==> src/rtl/axi4_lite_slave_regs_pkg.sv <==
// Shared AXI4-Lite definitions: bus widths, the common channel FSM state
// type and the response codes.
package axi4_lite_slave_regs_pkg;

  localparam int Addr_Width = 32;
  localparam int Data_Width = 32;

  // Four-state channel FSM shared by the AXI4-Lite master and slave.
  typedef enum logic [1:0] {
    IDLE = 2'd0,
    ADDR = 2'd1,
    DATA = 2'd2,
    RESP = 2'd3
  } state;

  localparam logic [1:0] RESP_OKAY   = 2'b00;
  localparam logic [1:0] RESP_SLVERR = 2'b10;

endpackage

==> src/rtl/axi4_lite_regfile.sv <==
// Bank of Num_Regs data words with one byte-enabled synchronous write port,
// one combinational read port and an asynchronous active-low clear.
module axi4_lite_regfile #(
  parameter int Num_Regs   = 16,
  parameter int Data_Width = 32,
  parameter int Idx_Width  = $clog2(Num_Regs)
) (
  input  logic                    clk,
  input  logic                    rst_n,
  input  logic                    wr_en,
  input  logic [Idx_Width-1:0]    wr_idx,
  input  logic [Data_Width-1:0]   wr_data,
  input  logic [Data_Width/8-1:0] wr_strb,
  input  logic [Idx_Width-1:0]    rd_idx,
  output logic [Data_Width-1:0]   rd_data
);

  localparam int Num_Lanes = Data_Width / 8;

  logic [Data_Width-1:0] regs [Num_Regs];

  // Clear every word on reset; otherwise update only the strobed byte lanes.
  always_ff @(posedge clk or negedge rst_n) begin
    if (!rst_n) begin
      for (int i = 0; i < Num_Regs; i++) begin
        regs[i] <= '0;
      end
    end else if (wr_en) begin
      for (int b = 0; b < Num_Lanes; b++) begin
        if (wr_strb[b]) begin
          regs[wr_idx][8*b +: 8] <= wr_data[8*b +: 8];
        end
      end
    end
  end

  // Combinational read so a read latched in the same cycle as a write
  // commit still sees the pre-write contents.
  assign rd_data = regs[rd_idx];

endmodule

==> src/rtl/axi4_lite_slave_regs.sv <==
// AXI4-Lite slave exposing a bank of 32-bit registers. Independent write and
// read FSMs; accesses outside the register window answer SLVERR.
module axi4_lite_slave_regs #(
  parameter int                        Addr_Width = axi4_lite_slave_regs_pkg::Addr_Width,
  parameter int                        Data_Width = axi4_lite_slave_regs_pkg::Data_Width,
  parameter int                        Num_Regs   = 16,
  parameter logic [Addr_Width-1:0]     Base_Addr  = '0
) (
  input  logic                    ACLK,
  input  logic                    ARESETN,
  input  logic [Addr_Width-1:0]   AWADDR,
  input  logic                    AWVALID,
  output logic                    AWREADY,
  input  logic [Data_Width-1:0]   WDATA,
  input  logic [Data_Width/8-1:0] WSTRB,
  input  logic                    WVALID,
  output logic                    WREADY,
  output logic [1:0]              BRESP,
  output logic                    BVALID,
  input  logic                    BREADY,
  input  logic [Addr_Width-1:0]   ARADDR,
  input  logic                    ARVALID,
  output logic                    ARREADY,
  output logic [Data_Width-1:0]   RDATA,
  output logic [1:0]              RRESP,
  output logic                    RVALID,
  input  logic                    RREADY
);

  import axi4_lite_slave_regs_pkg::state;
  import axi4_lite_slave_regs_pkg::IDLE;
  import axi4_lite_slave_regs_pkg::ADDR;
  import axi4_lite_slave_regs_pkg::DATA;
  import axi4_lite_slave_regs_pkg::RESP;
  import axi4_lite_slave_regs_pkg::RESP_OKAY;
  import axi4_lite_slave_regs_pkg::RESP_SLVERR;

  localparam int                    Idx_Width = $clog2(Num_Regs);
  localparam logic [Addr_Width-1:0] Span      = Addr_Width'(4 * Num_Regs);

  state                  wr_state;
  state                  rd_state;
  logic [Idx_Width-1:0]  aw_idx_reg;
  logic                  aw_ok_reg;
  logic [1:0]            bresp_reg;
  logic [Data_Width-1:0] rdata_reg;
  logic [1:0]            rresp_reg;

  logic [Addr_Width-1:0] aw_offset;
  logic [Addr_Width-1:0] ar_offset;
  logic                  aw_in_range;
  logic                  ar_in_range;
  logic [Idx_Width-1:0]  aw_index;
  logic [Idx_Width-1:0]  ar_index;
  logic                  wr_en;
  logic [Data_Width-1:0] rf_rd_data;

  // Decode both address channels: byte offset from the window base, window
  // membership and word index (the low two address bits are ignored).
  always_comb begin
    aw_offset   = AWADDR - Base_Addr;
    ar_offset   = ARADDR - Base_Addr;
    aw_in_range = (AWADDR >= Base_Addr) && (aw_offset < Span);
    ar_in_range = (ARADDR >= Base_Addr) && (ar_offset < Span);
    aw_index    = aw_offset[Idx_Width+1:2];
    ar_index    = ar_offset[Idx_Width+1:2];
  end

  // Write FSM: accept the address for one cycle, wait for data, then hold
  // the response until the master takes it.
  always_ff @(posedge ACLK or negedge ARESETN) begin
    if (!ARESETN) begin
      wr_state   <= IDLE;
      aw_idx_reg <= '0;
      aw_ok_reg  <= 1'b0;
      bresp_reg  <= RESP_OKAY;
    end else begin
      case (wr_state)
        IDLE: begin
          if (AWVALID) begin
            wr_state <= ADDR;
          end
        end
        ADDR: begin
          aw_idx_reg <= aw_index;
          aw_ok_reg  <= aw_in_range;
          wr_state   <= DATA;
        end
        DATA: begin
          if (WVALID) begin
            bresp_reg <= aw_ok_reg ? RESP_OKAY : RESP_SLVERR;
            wr_state  <= RESP;
          end
        end
        RESP: begin
          if (BREADY) begin
            wr_state <= IDLE;
          end
        end
        default: wr_state <= IDLE;
      endcase
    end
  end

  // Read FSM: sample the register contents while the address is accepted,
  // then present them until the master takes them.
  always_ff @(posedge ACLK or negedge ARESETN) begin
    if (!ARESETN) begin
      rd_state  <= IDLE;
      rdata_reg <= '0;
      rresp_reg <= RESP_OKAY;
    end else begin
      case (rd_state)
        IDLE: begin
          if (ARVALID) begin
            rd_state <= ADDR;
          end
        end
        ADDR: begin
          rdata_reg <= ar_in_range ? rf_rd_data : '0;
          rresp_reg <= ar_in_range ? RESP_OKAY : RESP_SLVERR;
          rd_state  <= DATA;
        end
        DATA: begin
          if (RREADY) begin
            rd_state <= IDLE;
          end
        end
        default: rd_state <= IDLE;
      endcase
    end
  end

  // Commit only in-range writes, on the cycle the data handshake completes.
  assign wr_en = (wr_state == DATA) && WVALID && aw_ok_reg;

  axi4_lite_regfile #(
    .Num_Regs   (Num_Regs),
    .Data_Width (Data_Width),
    .Idx_Width  (Idx_Width)
  ) u_regfile (
    .clk     (ACLK),
    .rst_n   (ARESETN),
    .wr_en   (wr_en),
    .wr_idx  (aw_idx_reg),
    .wr_data (WDATA),
    .wr_strb (WSTRB),
    .rd_idx  (ar_index),
    .rd_data (rf_rd_data)
  );

  // Moore outputs decoded from the registered FSM states.
  assign AWREADY = (wr_state == ADDR);
  assign WREADY  = (wr_state == DATA);
  assign BVALID  = (wr_state == RESP);
  assign BRESP   = BVALID ? bresp_reg : RESP_OKAY;
  assign ARREADY = (rd_state == ADDR);
  assign RVALID  = (rd_state == DATA);
  assign RDATA   = rdata_reg;
  assign RRESP   = rresp_reg;

endmodule

==> config.mk <==
export PLATFORM = sky130hd
export DESIGN_NAME = axi4_lite_slave_regs
export DESIGN_NICKNAME = d
export VERILOG_FILES = /design/src/rtl/axi4_lite_slave_regs_pkg.sv /design/src/rtl/axi4_lite_regfile.sv /design/src/rtl/axi4_lite_slave_regs.sv
export SDC_FILE = /design/constraint.sdc
export NUM_CORES = 1
export LEC_CHECK = 0
export BUFFER_PORTS_ARGS = -buffer_cell sky130_fd_sc_hd__buf_4
export CAP_MARGIN = 5
export CORE_MARGIN = 5
export CORE_UTILIZATION = 47
export CTS_CLUSTER_DIAMETER = 100
export DETAILED_ROUTE_END_ITERATION = 7
export GPL_TIMING_DRIVEN = 0
export PLACE_DENSITY_LB_ADDON = 0.08
export SETUP_SLACK_MARGIN = 0.05
export SLEW_MARGIN = 20
export SYNTH_ARGS = -nofsm -noshare
export SYNTH_HDL_FRONTEND = slang
export SYNTH_SLANG_ARGS = --single-unit
==> constraint.sdc <==
create_clock -name ACLK -period 2.3 [get_ports ACLK]
set_input_delay 0.345 -clock ACLK [delete_from_list [all_inputs] [get_ports ACLK]]
set_output_delay 0.345 -clock ACLK [all_outputs]
set_load 0.02 [all_outputs]
==> results of run 1 <==
[worst max-delay path by stage]
stage / from / endpoint / slack (ps) / cells past startpoint
floorplan: wr_state[0] / u_regfile.regs[386] / 160 / 8
global placement: ARESETN / u_regfile.regs[221] / -5030 / 1
detailed placement: ARADDR[5] / RDATA[8] / -730 / 7
CTS: aw_idx_reg[2] / u_regfile.regs[228] / 10 / 5
global route: wr_state[0] / u_regfile.regs[499] / -20 / 7
finish: aw_idx_reg[1] / u_regfile.regs[328] / 50 / 5
[routing by layer]
layer | vias up | GRT usage | share of wire
met5 | - | 0 | 0
met2 | 433 | 0.389 | 0.47
met3 | 141 | 0.0373 | 0.052
li1 | 7394 | - | -
met1 | 8592 | 0.336 | 0.45
met4 | 0 | 0.0774 | 0.034
[repair_timing]
item,CTS,global route
pin swaps,8,12
hold buffers,41,0
resized for setup,85,38
endpoints found under the hold margin,324,0
setup endpoints to repair,456,480
buffers inserted,9,11
[area by class of cell]
class,instances,area share
plain buffers,115,0.0193
clock buffers,86,0.0564
clock inverters,19,0.00595
inverters,9,0.00111
multi-input cells,1195,0.368
flip-flops and latches,555,0.455
well taps,696,0.0285
repair buffers,207,0.0659
[placed cells by master (no fill, tap or decap), drive strengths merged, types with 14 or more instances in the layout]
cell	instances
o21ai	34
mux2i	252
nand2	85
buf	216
o22ai	96
clkinv	14
nor3	70
dlygate4sd3	41
clkbuf	151
dfrtp	555
nor2	56
o31ai	32
mux2	517
[critical path, cell delays in order (launching register included)]
cell and delay (ps):
sky130_fd_sc_hd__dfrtp_1 350, sky130_fd_sc_hd__buf_2 200, sky130_fd_sc_hd__nand2b_1 240, sky130_fd_sc_hd__nor2_1 740
sky130_fd_sc_hd__nand2_4 250, sky130_fd_sc_hd__mux2_2 340
[stage by stage]
stage / hold slack [ps] / std cells
2_1_floorplan: 49.4 / 1875
3_3_place_gp: 431 / 2711
3_5_place_dp: 146 / 2717
4_1_cts: 3.51 / 2872
5_1_grt: 27.8 / 2882
6_report: 37.9 / 2882
[power breakdown]
part / internal, W / leakage [nW] / total [W] / switching [W]
clock: 0.00549 / 0.948 / 0.00940 / 0.00391
combinational: 0.000834 / 6.91 / 0.00254 / 0.00171
sequential: 0.0100 / 7.73 / 0.0101 / 0.000125
[cell families after synthesis]
kind of cell,synth area share
muxes,0.332
and+or+nand+nor,0.0520
other,0.000148
buffers and inverters,0.0224
AOI/OAI and AO/OA,0.0412
adders and majority gates,0.00248
DFF,0.550
==> out/qor.yml, run 1 <==
detail_route.iter0.violations: 1108
drt_wl_cell_um: 24.7
netlist-cell-type-count: 42
placement.io_buffers: 140
drv_slew: 0
cts.path.max_buffers: 3
top_cell_types_by_occurrence_after_synthesis: "555 x sky130_fd_sc_hd__dfrtp_1, 488 x sky130_fd_sc_hd__mux2_2, 252 x sky130_fd_sc_hd__mux2i_1"
floorplan.die_area_um2: 58500
slew-limit-headroom: 0.364
synth.most_common_cell: "sky130_fd_sc_hd__dfrtp_1"
run_status: "completed"
hold_viol: 0
ys_dominant_reg_cell: "sky130_fd_sc_hd__dfrtp_1"
numCtsBuffers: 60
fmax_mhz: 445
synth_top_area_frac: 0.550
synth_sequential_area_ratio: 0.550
number_of_synthesized_flops_with_an_enable_pin: 0
grt_antenna_before_repair: 0
setup_total_negative_slack_ps: 0
regArea_um2: 13900
starting_density_of_the_core: 0.472
reg2regPathDepth: 5
proportion_of_synthesized_flip_flops_having_asynchronous_set_or_reset: 1.00
clock_tree_from_tritoncts: "done"
clk_latency_ps: 620
timing_worst_slew_pin_value_ps: 954
pin_count_of_the_biggest_net_entering_global_routing: 100
clkTransAtPathRegs_ps: 60
io_pins: 148
warnings_synthesis: 0
detailedRoute.firstPassIterationCount: 7
design_area_um2: 30500
crit-reg2reg-capture: "u_regfile.regs[328]"
dpl-instance-area_um2: 27400
multiInputGateArea_um2: 11200
hold_path_class: "in2reg"
crit_fanout: 9
ffs_latches_synth: 555
drt_wl_total_um: 71200
core_um2: 53500
crit_required_ps: 2800
netlist_top_cells_area: "sky130_fd_sc_hd__dfrtp_1 55%, sky130_fd_sc_hd__mux2_2 22%, sky130_fd_sc_hd__mux2i_1 10%"
fin_crit_sh: 0.976
antenna-diode-count: 0
place.gp.congestion: 0.780
period_minus_slack_ps: 2250
unrepaired_setup_endpoints_after_global_routing: "yes"
synthCells: 1874
netlist_area_um2: 25300
min_delay_path_depth: 2
final_layout_size_suffix_gt1_frac: 0.403
worst-setup-path-type: "reg2reg"
maxCapViolations: 0
yosys.area.top_type: "sky130_fd_sc_hd__dfrtp_1"
htree_num_levels: 2
cts_root_buffer: "sky130_fd_sc_hd__clkbuf_16"
p_per_area_nw_per_um2: 724
clock_sinks: 555
finalSetupViolCount: 0
drt.antenna.violating_nets: 0
chipWidth_um: 242
setup.worst_path.end_class: "flip-flop"
grt.total_usage: 0.240
avgSynthCellArea_um2: 13.5
totalPowerFinal_w: 0.0221
power.ir.vdd_worst_v: 0.000554
die_y_um: 242
dpl_worst_slack_ps: -735
leakage_nw: 15.6
largest_register_ffs: 512
finalCoreUtilization: 0.570
place.detailed.hpwl_um: 47300
gr-total-overflow: 0
final_setup_slack_of_the_worst_path_ps: 54.7
fin_nets: 2255
drc: 0
grt_pass1_wl_um: 109000
area_growth_pct: 20.8
reg2reg_setup_slack_ps: 50
fin_worst_skew_ps: 20.1
worstReg2RegStart: "aw_idx_reg[1]"
via_count: 16600
hp-start: "WDATA[28]"
final.fill_count: 4326
timing.hold.worst_endpoint: "u_regfile.regs[92]"
row_count: 85
critical_path_arrival_ps: 2750
post_drt_via_cell_ratio: 5.75
startpoint_type: "flip-flop"
grt_pass1_vias: 17400
No activity file was read; power rests on OpenSTA's default activity.
==> run 2: changes to the inputs <==
- ABC_AREA: unset -> 1
==> run 2 against run 1 <==
Cell count is 40% higher. Via count is 38% higher. Flip-flop and latch count stayed put. Total power is 2.1% higher. Global-route usage is 5.2 points higher. Worst setup slack worse by 40 ps. Non-clock buffer count is 48 higher. Critical path depth is 2 higher. Routed wire length is 23% higher. Hold slack worse by 3.9 ps. Critical path type unchanged. Largest power group unchanged.
==> out/qor.yml, run 2 <==
detail_route.iter0.violations: 2703  # +140%
placement.io_buffers: 139  # -0.71%
synthCells: 3070  # +64%
grt.total_usage: 0.292  # +0.0521
starting_density_of_the_core: 0.473  # +0.00100
timing_worst_slew_pin_value_ps: 1220  # +265 ps
drv_slew: 0  # unchanged
final.fill_count: 4955  # +15%
leakage_nw: 13.9  # -11%
number_of_synthesized_flops_with_an_enable_pin: 0  # unchanged
fin_nets: 3400  # +51%
fmax_mhz: 437  # -1.8%
synth_top_area_frac: 0.547  # -0.00225
run_status: "completed"
finalSetupViolCount: 0  # unchanged
grt_antenna_before_repair: 4  # +4
most_common_library_cell_in_the_layout_ignoring_fill_and_taps: "sky130_fd_sc_hd__nand2_1"
setup_total_negative_slack_ps: 0  # unchanged
critical_path_arrival_ps: 2770  # +20 ps
synth.most_common_cell: "sky130_fd_sc_hd__nand2_1"
worst-setup-path-type: "reg2reg"
clock_tree_from_tritoncts: "done"
fin_worst_skew_ps: 22.8  # +2.64 ps
place.detailed.hpwl_um: 62200  # +32%
post_drt_via_cell_ratio: 5.69  # -1.1%
ys_dominant_reg_cell: "sky130_fd_sc_hd__dfrtp_1"
crit_fanout: 10  # +1
final_layout_size_suffix_gt1_frac: 0.120  # -0.283
drt.antenna.violating_nets: 0  # unchanged
area_growth_pct: 16.9
avgSynthCellArea_um2: 8.26  # -39%
critPathBufInv: 2  # +1
core_um2: 53600  # +0.20%
path_delay_family: "simple AND/OR/NAND/NOR gates"
finalCoreUtilization: 0.553  # -0.0170
clkTransAtPathRegs_ps: 60  # about the same
floorplan.die_area_um2: 58700  # +0.39%
dp_cells: 3912  # +44%
warnings_synthesis: 0  # unchanged
numCtsBuffers: 59  # -1.7%
netlist-cell-type-count: 30  # -29%
p_per_area_nw_per_um2: 760  # +5.0%
crit_required_ps: 2780  # -20 ps
largest_register_ffs: 512  # unchanged
row_count: 85  # unchanged
htree_num_levels: 2  # unchanged
place.gp.congestion: 0.933  # +20%
power.ir.vdd_worst_v: 0.000554  # about the same
setup.worst_path.end_class: "flip-flop"
startpoint_type: "flip-flop"
die_y_um: 242  # +0.20%
detailedRoute.firstPassIterationCount: 5  # -2
cts.path.max_buffers: 3  # unchanged
drt_wl_cell_um: 21.7  # -12%
slew-limit-headroom: 0.187  # -0.177
grt_pass1_vias: 22000  # +26%
fin_crit_sh: 0.994  # +0.0176
whs_ps: 34.0  # -3.86 ps
multiInputGateArea_um2: 10200  # -9.1%
ffs_latches_synth: 555  # unchanged
drc: 0  # unchanged
post_layout_nonfiller_instances: 4032  # +40%
gr-total-overflow: 0  # unchanged
yosys.area.top_type: "sky130_fd_sc_hd__dfrtp_1"
hold_path_class: "in2reg"
unrepaired_setup_endpoints_after_global_routing: "yes"
cts_root_buffer: "sky130_fd_sc_hd__clkbuf_16"
netlist_top_cells_area: "sky130_fd_sc_hd__dfrtp_1 55%, sky130_fd_sc_hd__nand2_1 17%, sky130_fd_sc_hd__nand3_1 9.5%"
proportion_of_synthesized_flip_flops_having_asynchronous_set_or_reset: 1.00  # unchanged
via_count: 22900  # +38%
top_cell_types_by_occurrence_after_synthesis: "1137 x sky130_fd_sc_hd__nand2_1, 555 x sky130_fd_sc_hd__dfrtp_1, 482 x sky130_fd_sc_hd__nand3_1"
netlist_area_um2: 25400  # +0.41%
hold_viol: 0  # unchanged
clock_sinks: 555  # unchanged
period_minus_slack_ps: 2290  # +40.5 ps
critical_path.cell_chain: "inv_2 > nand2_1 > nor2_2 > nand2_1 > clkbuf_1 > nand2_1 > o21ai_0"
maxCapViolations: 0  # unchanged
cp_slowest_stage_delay_ps: 640  # -100 ps
grt_pass1_wl_um: 134000  # +23%
drt_wl_total_um: 87400  # +23%
pin_count_of_the_biggest_net_entering_global_routing: 97  # -3.0%
io_pins: 148  # unchanged
chipWidth_um: 242  # +0.20%
synth_sequential_area_ratio: 0.547  # -0.00225
worst_path_most_repeated_cell: "sky130_fd_sc_hd__nand2_1"
cpMaxStageDelayCell: "sky130_fd_sc_hd__nor2_2"
regArea_um2: 13900  # unchanged
clk_latency_ps: 630  # about the same
top_library_cells_by_usage_in_the_layout_fill_and_taps_aside: "1127 x sky130_fd_sc_hd__nand2_1, 555 x sky130_fd_sc_hd__dfrtp_1, 482 x sky130_fd_sc_hd__nand3_1"
[run 2: cell count changes after synthesis, moves of 39 or more]
cell	before	now
sky130_fd_sc_hd__o21ai_0	34	394
sky130_fd_sc_hd__mux2i_1	252	0
sky130_fd_sc_hd__mux2_2	488	0
sky130_fd_sc_hd__nand3_1	1	482
sky130_fd_sc_hd__nor3_1	70	1
sky130_fd_sc_hd__clkbuf_1	66	129
sky130_fd_sc_hd__nand2_4	0	39
sky130_fd_sc_hd__inv_1	9	51
sky130_fd_sc_hd__o21ai_1	0	125
sky130_fd_sc_hd__o22ai_1	96	1
sky130_fd_sc_hd__nand2_1	81	1137
[run 2: worst min-delay path, stage by stage]
cell	delay, ps
sky130_fd_sc_hd__buf_4	80
sky130_fd_sc_hd__nor2_1	40
sky130_fd_sc_hd__nand3b_1	70
sky130_fd_sc_hd__o21ai_0	80
[run 2: layout make-up]
type	count	area share
clock buffers	86	0.0580
clock inverters	21	0.00797
plain buffers	212	0.0397
multi-input cells	2247	0.344
flip-flops and latches	555	0.468
well taps	696	0.0294
diodes	2	0.000169
repair buffers	158	0.0458
inverters	55	0.00696
[run 2: metrics by stage]
step / setup slack (ps) / total power, W / instance area, um2
3_5_place_dp: -583 / 0.0129 / 27500
4_1_cts: 61.9 / 0.0226 / 29600
3_3_place_gp: -5050 / 0.0128 / 27300
6_report: 14.3 / 0.0225 / 29700
5_1_grt: -69.6 / 0.0232 / 29700
2_1_floorplan: 337 / 0.0115 / 25400
[run 2: power by group]
group          internal [W]  switching (W)  leakage, nW
logic              0.000662        0.00208         5.23
clock network       0.00571        0.00399        0.971
registers           0.00997       0.000144         7.73
[run 2: final timing paths]
| kind | start | to | slack [ps] | cells past startpoint |
|---|---|---|---|---|
| hold / removal | AWADDR[6] | aw_ok_reg | 30 | 4 |
| min in group asynchronous | ARESETN | u_regfile.regs[234] | 230 | 2 |
| setup / recovery | aw_idx_reg[2] | u_regfile.regs[239] | 10 | 7 |
| setup reg to reg | aw_idx_reg[2] | u_regfile.regs[239] | 10 | 7 |
| max in group asynchronous | ARESETN | u_regfile.regs[122] | 440 | 5 |
| hold reg to reg | rd_state[0] | rd_state[0] | 430 | 1 |
[run 2: cells by family (layout without fill, tap and decap cells)]
group                    after synthesis  count (layout)  synth area share
flip-flops                           555             555             0.547
adder cells (fa/ha/maj)                5               5           0.00247
AND/OR/NAND/NOR                     1716            1716             0.293
buffers and inverters                269             532            0.0536
other                                  1               4          0.000148
AO/OA/AOI/OAI                        524             524             0.104
[run 2: per-layer routing]
metal	vias to the layer above	global-route usage	routed length (um)	part of all wire
li1	10500	-	-	-
met1	11200	0.405	36300	0.42
met2	1002	0.461	39700	0.45
met3	198	0.0627	7890	0.090
met4	2	0.102	3440	0.039
met5	-	0	13	0.00015
[run 2: timing repair]
item / CTS / global route
cloned: 0 / 0
pin swaps: 3 / 3
hold buffers: 11 / 0
hold endpoints to repair: 68 / 0
resized for setup: 24 / 31
endpoints found under the setup margin: 257 / 363
setup buffers: 1 / 1
==> run 3: changes to the inputs <==
- CELL_PAD_IN_SITES_DETAIL_PLACEMENT: unset -> 1
- CELL_PAD_IN_SITES_GLOBAL_PLACEMENT: unset -> 1
- CORE_UTILIZATION: 47 -> 46
==> run 3 against run 2 <==
Worst setup slack improved by 66 ps. Design area fell by 0.10%. First-iteration DRC count fell by 32%. Maximum frequency rose by 3.0%. Routed wire length rose by 9.9%. Critical path type is now in2reg. Largest cell class unchanged. Largest power group unchanged.
==> out/qor.yml, run 3 (synthesis gave the netlist of run 2 again) <==
final.fill_count: 6652  # +34%
final_setup_slack_of_the_worst_path_ps: 80.3  # +66.0 ps
floorplan.die_area_um2: 59900  # +2.1%
totalPowerFinal_w: 0.0223  # -1.1%
core_um2: 54900  # +2.4%
die_y_um: 245  # +1.0%
setup_total_negative_slack_ps: 0  # unchanged
grt_pass1_vias: 24800  # +13%
detail_route.iter0.violations: 1830  # -32%
fin_crit_sh: 0.965  # -0.0287
drv_slew: 0  # unchanged
post_layout_nonfiller_instances: 4039  # +0.17%
p_per_area_nw_per_um2: 753  # -1.0%
most_common_library_cell_in_the_layout_ignoring_fill_and_taps: "sky130_fd_sc_hd__nand2_1"
chipWidth_um: 245  # +1.0%
antenna-diode-count: 0  # -2
dp_cells: 3920  # +0.20%
row_count: 86  # +1.2%
finalCoreUtilization: 0.540  # -0.0134
htree_num_levels: 2  # unchanged
largest_register_ffs: 512  # unchanged
crit_fanout: 10  # unchanged
timing_worst_slew_pin_value_ps: 1190  # -29.1 ps
area_growth_pct: 16.8
clock_sinks: 555  # unchanged
starting_density_of_the_core: 0.462  # -0.0110
drt.antenna.violating_nets: 0  # unchanged
grt_pass1_wl_um: 148000  # +11%
io_pins: 148  # unchanged
via_count: 23600  # +2.7%
clock_tree_from_tritoncts: "done"
dpl_worst_slack_ps: -616  # -33.6 ps
final_layout_size_suffix_gt1_frac: 0.120  # about the same
critical_path_arrival_ps: 2740  # -30 ps
run_status: "completed"
cts_root_buffer: "sky130_fd_sc_hd__clkbuf_16"
setup.worst_path.end_class: "flip-flop"
fin_worst_skew_ps: 12.5  # -10.3 ps
clkTransAtPathRegs_ps: 60  # about the same
leakage_nw: 13.9  # about the same
fin_nets: 3405  # +0.15%
hold_path_class: "in2reg"
place.detailed.hpwl_um: 68100  # +9.5%
fmax_mhz: 451  # +3.0%
post_drt_via_cell_ratio: 5.83  # +2.6%
worst-setup-path-type: "in2reg"
drt_wl_cell_um: 23.8  # +9.8%
power.ir.vdd_worst_v: 0.000545  # -1.7%
placement.io_buffers: 139  # unchanged
cts.path.max_buffers: 3  # unchanged
unrepaired_setup_endpoints_after_global_routing: "yes"
crit_required_ps: 2820  # +40 ps
numCtsBuffers: 60  # +1.7%
place.gp.congestion: 0.877  # -6.0%
drt_wl_total_um: 96100  # +9.9%
top_library_cells_by_usage_in_the_layout_fill_and_taps_aside: "1130 x sky130_fd_sc_hd__nand2_1, 555 x sky130_fd_sc_hd__dfrtp_1, 482 x sky130_fd_sc_hd__nand3_1"
slew-limit-headroom: 0.206  # +0.0194
clk_latency_ps: 640  # about the same
maxCapViolations: 0  # unchanged
grt_antenna_before_repair: 0  # -4
finalSetupViolCount: 0  # unchanged
hold_viol: 0  # unchanged
gr-total-overflow: 0  # unchanged
period_minus_slack_ps: 2220  # -66.0 ps
pin_count_of_the_biggest_net_entering_global_routing: 100  # +3.1%
grt.total_usage: 0.318  # +0.0254
drc: 0  # unchanged
detailedRoute.firstPassIterationCount: 5  # unchanged
startpoint_type: "input port"
[run 3: cell types whose count changed in the layout (fill, tap and decap cells not counted), sizes merged]
cell           previous run  this run
clkinvlp                  1         0
buf                     234       235
clkinv                   15        13
clkbuf                  210       218
diode                     2         0
inv                      55        56
bufinv                    5         0
clkdlybuf4s15             1         0
[run 3: layout make-up]
| class | instances | area (um2) | share of cell area |
|---|---|---|---|
| flip-flops and latches | 555 | 13900 | 0.469 |
| multi-input cells | 2247 | 10200 | 0.344 |
| clock buffers | 90 | 1800 | 0.0606 |
| repair buffers | 160 | 1400 | 0.0472 |
| plain buffers | 214 | 1180 | 0.0399 |
| well taps | 704 | 881 | 0.0297 |
| inverters | 55 | 206 | 0.00697 |
| clock inverters | 14 | 73.8 | 0.00249 |
[run 3: metal layers]
metal  track usage  share of wire  vias to the layer above
li1              -              -                    10500
met3        0.0394          0.054                      209
met2         0.528           0.48                      712
met5             0              0                        -
met1         0.429           0.43                    12100
met4         0.125          0.044                        0
[run 3: worst max-delay path, stage by stage]
cell and delay (ps):
sky130_fd_sc_hd__buf_4 130, sky130_fd_sc_hd__inv_1 70, sky130_fd_sc_hd__clkbuf_1 720, sky130_fd_sc_hd__clkbuf_1 700, sky130_fd_sc_hd__nand3_1 220, sky130_fd_sc_hd__nand3_1 120, sky130_fd_sc_hd__nand3_1 170, sky130_fd_sc_hd__nand3_1 180
sky130_fd_sc_hd__nand2_1 60
[run 3: stage by stage]
| step | cell area (um2) | hold WS [ps] |
|---|---|---|
| floorplan | 25400 | 49.4 |
| global route | 29600 | 76.8 |
| detailed placement | 27500 | 259 |
| CTS | 29500 | 47.1 |
| finish | 29600 | 68.6 |
| global placement | 27300 | 415 |
[run 3: report_power, final]
part / internal, W / total (W) / switching [W]
Clock: 0.00533 / 0.00940 / 0.00407
Sequential: 0.00997 / 0.0101 / 0.000147
Combinational: 0.000671 / 0.00278 / 0.00211
Total: 0.0160 / 0.0223 / 0.00633
[run 3: final timing paths]
kind,start,end,slack (ps),depth (start not counted)
worst max-delay path,ARADDR[3],RDATA[19],80,9
worst min-delay path,WDATA[28],u_regfile.regs[124],70,3
worst max register to register,wr_state[0],u_regfile.regs[422],100,10
worst min register to register,rd_state[0],rd_state[0],450,1
max in group asynchronous,ARESETN,u_regfile.regs[230],410,5
min in group asynchronous,ARESETN,u_regfile.regs[137],190,2
[run 3: repair_timing]
action                     in CTS  in global routing
hold endpoints to repair       47                  0
pin swaps                       2                  2
gates resized for setup        30                 16
setup buffers                   1                  2
gates cloned                    0                  1
hold buffers                   11                  0
setup endpoints to repair     373                451
